<file path="src/rtl/pc_gen.sv">
// Fetch-side program counter with boot delay, redirect, trap entry and trap return.
// Optional PC_MISALIGN_TRAP_EN turns misaligned redirects into traps.
module pc_gen #(
  parameter int               XLEN         = 32,
  parameter logic [XLEN-1:0]  RESET_VECTOR = '0,
  parameter logic [XLEN-1:0]  TRAP_VECTOR  = XLEN'(32'h0000_0100),
  parameter int               ILEN_BYTES   = 4,
  parameter int               BOOT_CYCLES  = 4
) (
  input  logic            clk,
  input  logic            rst,
  input  logic            fetch_ready_i,
  input  logic            stall_i,
  input  logic            redirect_i,
  input  logic [XLEN-1:0] redirect_pc_i,
  input  logic            trap_i,
  input  logic            trap_ret_i,
  output logic [XLEN-1:0] pc_o,
  output logic [XLEN-1:0] pc_plus_o,
  output logic            pc_valid_o,
  output logic [XLEN-1:0] epc_o,
  output logic            misalign_o
);

  localparam int CW = (BOOT_CYCLES > 1) ? $clog2(BOOT_CYCLES) : 1;
  localparam int SH = $clog2(ILEN_BYTES);
  localparam logic [XLEN-1:0] ALIGN_MASK = ~XLEN'(ILEN_BYTES - 1);
  localparam logic [CW-1:0] BOOT_LAST = CW'(BOOT_CYCLES - 1);

  typedef enum logic {
    BOOT,
    RUN
  } state_t;

  state_t          state;
  logic [CW-1:0]   boot_cnt;
  logic [XLEN-1:0] redir_aligned;

  assign pc_plus_o     = pc_o + XLEN'(ILEN_BYTES);
  assign pc_valid_o    = (state == RUN);
  assign redir_aligned = redirect_pc_i & ALIGN_MASK;

`ifdef PC_MISALIGN_TRAP_EN
  logic misalign_q;
  logic redir_mis;

  assign redir_mis  = redirect_pc_i[SH-1:0] != '0;
  assign misalign_o = misalign_q;
`else
  assign misalign_o = 1'b0;
`endif

  always_ff @(posedge clk) begin
    if (rst) begin
      state    <= BOOT;
      pc_o     <= RESET_VECTOR;
      epc_o    <= '0;
      boot_cnt <= '0;
`ifdef PC_MISALIGN_TRAP_EN
      misalign_q <= 1'b0;
`endif
    end else begin
`ifdef PC_MISALIGN_TRAP_EN
      misalign_q <= 1'b0;
`endif
      unique case (state)
        BOOT: begin
          boot_cnt <= boot_cnt + 1'b1;
          if (boot_cnt == BOOT_LAST)
            state <= RUN;
        end
        RUN: begin
          if (trap_i) begin
            epc_o <= pc_o;
            pc_o  <= TRAP_VECTOR;
          end else if (trap_ret_i) begin
            pc_o <= epc_o;
          end else if (redirect_i) begin
`ifdef PC_MISALIGN_TRAP_EN
            if (redir_mis) begin
              epc_o      <= redirect_pc_i;
              pc_o       <= TRAP_VECTOR;
              misalign_q <= 1'b1;
            end else begin
              pc_o <= redir_aligned;
            end
`else
            pc_o <= redir_aligned;
`endif
          end else if (fetch_ready_i && !stall_i) begin
            pc_o <= pc_plus_o;
          end
        end
        default: state <= BOOT;
      endcase
    end
  end

endmodule

</file>
<file path="config.mk">
export PLATFORM = sky130hd
export DESIGN_NAME = pc_gen
export DESIGN_NICKNAME = d
export VERILOG_FILES = /design/src/rtl/pc_gen.sv
export SDC_FILE = /design/constraint.sdc
export NUM_CORES = 1
export LEC_CHECK = 0
export BUFFER_PORTS_ARGS = -buffer_cell sky130_fd_sc_hd__buf_2
export CORE_AREA = 2 2 107 109
export CTS_CLUSTER_DIAMETER = 40
export DETAILED_ROUTE_END_ITERATION = 8
export DIE_AREA = 0 0 109 111
export GPL_ROUTABILITY_DRIVEN = 0
export PLACE_DENSITY_LB_ADDON = 0.12
export SLEW_MARGIN = 20
export SYNTH_ARGS = -nofsm -noshare
export SYNTH_HDL_FRONTEND = slang
export SYNTH_SLANG_ARGS = --single-unit
</file>
<file path="constraint.sdc">
create_clock -name clk -period 2.39 [get_ports clk]
set_input_delay 0.1195 -clock clk [delete_from_list [all_inputs] [get_ports clk]]
set_output_delay 0.1195 -clock clk [all_outputs]
set_load 0.03 [all_outputs]
</file>
=== Yosys cells after proc, flatten, opt, wreduce, memory -nomap -nowiden ===
Index checks and enable logic that the tools add are counted.

* Output and inout port bits: 98
* Bits in registers: 67
* Logic and storage cells: 18
* Bits of input ports: 39

* $add $sub $neg: 2
* Reduce and logical (&&, ||, !) cells: 5
* Multiplexer cells: 6
* Equal/unequal tests: 1

{| class="wikitable"
|+ Operator list
! operator !! count
|-
| 32-bit two-way mux || 4
|-
| 32-bit by 3-bit adder with 32-bit output (second input constant) || 1
|-
| 2-bit AND reduction || 2
|-
| 4-bit nonzero test || 1
|-
| 2-bit by 1-bit adder with 2-bit output (second input constant) || 1
|-
| 2-bit equality test (second input constant) || 1
|-
| 1-bit two-way mux || 2
|-
| 1-bit logical AND || 1
|-
| 1-bit zero test || 1
|}

=== Logic depth before layout (Yosys ltp) ===
* Depth in word-level cells: 6
* Depth in mapped cells: 7
* Gate-level depth less buffers: 5

=== Worst setup path before layout ===
No wires, ideal clock.

* Kind: register -> output
* Start: reg pc_o[3]
* End: out pc_plus_o[26]
* Setup slack: -0.032 ns
* Arrival: 2.302 ns
* Required time: 2.271 ns
* Buffers on the path: 1
* Cell stages (with the launch flop): 7
* Cell sequence: dfxtp_1 ha_1 clkbuf_1 nand4_1 or4_1 nor2_1 xor2_1

* Cells in the longest elaborated chain, start to end: 1

{| class="wikitable"
|+ RTL lines
! item !! RTL line !! RTL
|-
| start: declaration || 18 || <nowiki>output logic [XLEN-1:0] pc_o,</nowiki>
|-
| start signal: assignment || 77 || <nowiki>pc_o <= epc_o;</nowiki>
|-
| start signal: assignment || 88 || <nowiki>pc_o <= redir_aligned;</nowiki>
|-
| start signal: assignment || 91 || <nowiki>pc_o <= pc_plus_o;</nowiki>
|-
| 32-bit by 3-bit adder with 32-bit output || 39 || <nowiki>assign pc_plus_o = pc_o + XLEN'(ILEN_BYTES);</nowiki>
|-
| end: declaration || 19 || <nowiki>output logic [XLEN-1:0] pc_plus_o,</nowiki>
|}

Every way passes these cells.

=== Worst setup path in the final report ===
* Start: reg pc_o[12]
* End: out pc_plus_o[27]

The elaborated chain is that of the path after synthesis.

==> impl_metrics.ini <==
[run_status]
status = finished, final reports clean

[cts]
insertion_delay_ns = 0.34
cts_made_buffers = 9
h-tree-depth = 3
cts_tree = built
clkTransAtPathRegs_ns = 0.06
clk_path_buf_depth = 2
cts_hold_buf = 0
clock-root-buffer = clkbuf_16
cts_num_sinks = 67

[run]
max_cap_viol_count = 0

[sta]
finalCritPeriodShare = 0.968
rsz0062_at_grt = true
whs_ns = 0.103
fmax_mhz = 432
finClkSkew_ns = 0.00389
drv_slew = 0
finalHoldViolCount = 0
setup_violations = 0
tightest_slew_ns = 0.577
min_period_ns = 2.31
relSlewSlack = 0.616
fin_tns_setup_ns = 0

[pwr]
comb_power_share = 0.137
switching_share = 0.272
finalPower_w = 0.00288
pwr-share-clk = 0.463
seq_power_share = 0.400
power_switching_w = 0.000785
peakVddDrop_mv = 0.241
p_int_w = 0.00210
leakage_nw = 2.31
power_density_mw_per_mm2 = 514

[synth]
synth.area.top_cells = dfxtp_1 (31%), nand2_1 (8.5%), a21oi_1 (4.6%)
synth-edff-count = 0
synth.top_cell.area_share = 0.313
synthesis.area_mm2 = 0.00428
syn-num-nets = 599
synthCells = 558
ys_warn_count = 0
syn_area_per_cell_um2 = 7.68
synth-seq-cells = 67
synth_ff_type = dfxtp_1
synthArstFlopShare = 0
netlist-cell-type-count = 64
seq_area_frac_synth = 0.313
yosysTopAreaCell = dfxtp_1

[setup_path]
critical_path.max_stage_delay_ns = 0.44
cp-end-kind = primary output
cp.required_ns = 2.27
rrSetupSlack_ns = 0.33
worstPathMaxFanout = 8
r2r-end = pc_o[16]$_SDFFE_PP0P_
reg2reg_depth = 4
cp_slowest_cell = or3_4
worstPathArrival_ns = 2.19
r2r_start = pc_valid_o$_SDFF_PP0_
crit_family = simple AND/OR/NAND/NOR gates
critPathLaunchType = flop
critical_path_class = flop to primary output
cp_cell_sequence = nand4_4 -> or3_4 -> or3_1 -> xnor2_1 -> buf_2
crit_buf_inv = 1

[floorplanning]
rows = 39
io_pins = 137
die_h_um = 111
die_x_um = 109
initial_core_util = 0.387
coreArea_mm2 = 0.0111
dieArea_mm2 = 0.0121

[placement]
dp_hpwl_um = 11200
place.port_buffers = 133
dp.cells = 817
post_dp_cell_area_mm2 = 0.00525

[global_routing]
grt_antenna_before_repair = 0
grt_max_degree = 48
grt_pass1_vias = 4704
gr-total-overflow = 0
grt_pass1_wl_um = 24300
grt_usage = 0.258

[route]
routed_via_density = 5.91
routed_wl_um = 15600
drt-initial-drc-count = 425
drcViolationCount = 0
dr.pass1.iters = 5
drtAntennaViolNets = 0
drt-wirelength-per-cell_um = 18.8
vias = 4929

[layout]
final_common_cell = buf_2
final_cell_area_mm2 = 0.00561
final_cells = 834
post_route_cells_drive_above_1_share = 0.326
mostFrequentLayoutCells = buf_2 (133), nand2_1 (97), dfxtp_1 (59)
insertedDiodeCount = 0
syn_to_final_growth_pct = 31.0
fin_nets = 727

[hold_path]
min_to = pc_o[9]$_SDFFE_PP0P_
min_from = redirect_pc_i[9]
holdCritPathClass = input port to flop
holdPathStages = 3
-- cell usage after synthesis, drive strengths merged (6+ instances only) --
master,number
xor2,11
nor4,6
nor2,17
xnor2,14
a22oi,15
o32ai,7
a21oi,39
clkbuf,48
a22o,16
dfxtp,67
or4,8
or3,6
nand2b,12
nand2,97
inv,10
nand4,16
nor3,8
nand3,10
a211oi,13
o221ai,11
buf,15
nor2b,21
-- layer usage --
metal / global-route usage / part of all wire
met1: 0.359 / 0.46
met2: 0.396 / 0.45
met3: 0.0535 / 0.074
met4: 0.0812 / 0.015
met5: 0 / 0
-- flip-flops by register name, summed over array words and instances, names as in the netlist --
signal      cells
boot_cnt        2
epc_o          32
pc_o           32
pc_valid_o      1
-- power by group through the flow --
stage | Clock, W | Sequential, W | Combinational, W
4_1_cts | 0.00135 | 0.00115 | 0.000391
5_1_grt | 0.00140 | 0.00116 | 0.000425
3_3_place_gp | 0 | 0.00118 | 0.000385
6_report | 0.00134 | 0.00115 | 0.000396
2_1_floorplan | 0 | 0.00119 | 0.000220
3_5_place_dp | 0 | 0.00118 | 0.000388
-- per-stage QoR --
stage,utilization,setup slack [ns]
final,0.507,0.0774
after global routing,0.507,-0.0118
after CTS,0.501,0.00713
after detailed placement,0.474,0.286
after global placement,0.474,0.322
after floorplan,-,0.0409
-- layout make-up --
type                       instances  area, um2
fill                            1079       5470
multi-input combinational        418       2720
sequential                        67       1350
timing repair buffer             180       1030
clock buffer                      11        243
tap                              143        179
clock inverter                     5       52.6
inverter                          10       37.5
-- worst min-delay path: stages --
cell       delay (ns)
buf_2            0.10
a222oi_1         0.08
o2bb2ai_1        0.11
-- how the worst max path moves through the flow --
stage	start	endpoint	slack, ns	cells after the start
2_1_floorplan	pc_o[5]$_SDFFE_PP0P_	pc_plus_o[23]	0.04	5
3_3_place_gp	pc_o[10]$_SDFFE_PP0P_	pc_plus_o[27]	0.32	5
3_5_place_dp	pc_o[18]$_SDFFE_PP0P_	pc_plus_o[26]	0.29	5
4_1_cts	pc_o[7]$_SDFFE_PP0P_	pc_plus_o[27]	0.007	5
5_1_grt	pc_o[3]$_SDFFE_PP0P_	pc_plus_o[28]	-0.01	7
6_report	pc_o[12]$_SDFFE_PP0P_	pc_plus_o[27]	0.08	5
-- repair_timing --
item                       in CTS  in global routing
pin swaps                       1                  0
resized for setup               4                 15
buffers inserted                1                  0
setup endpoints to repair       9                 13
-- cells by family after synthesis --
logic type / after synthesis / share of synthesized area
XOR/XNOR: 25 / 0.0511
flip-flops: 67 / 0.313
AO/OA/AOI/OAI: 161 / 0.275
adder cells (fa/ha/maj): 2 / 0.00584
buffers and inverters: 73 / 0.0701
other: 1 / 0.000876
AND/OR/NAND/NOR: 226 / 0.276
multiplexers: 3 / 0.00701
(Power assumes the default switching activity.)
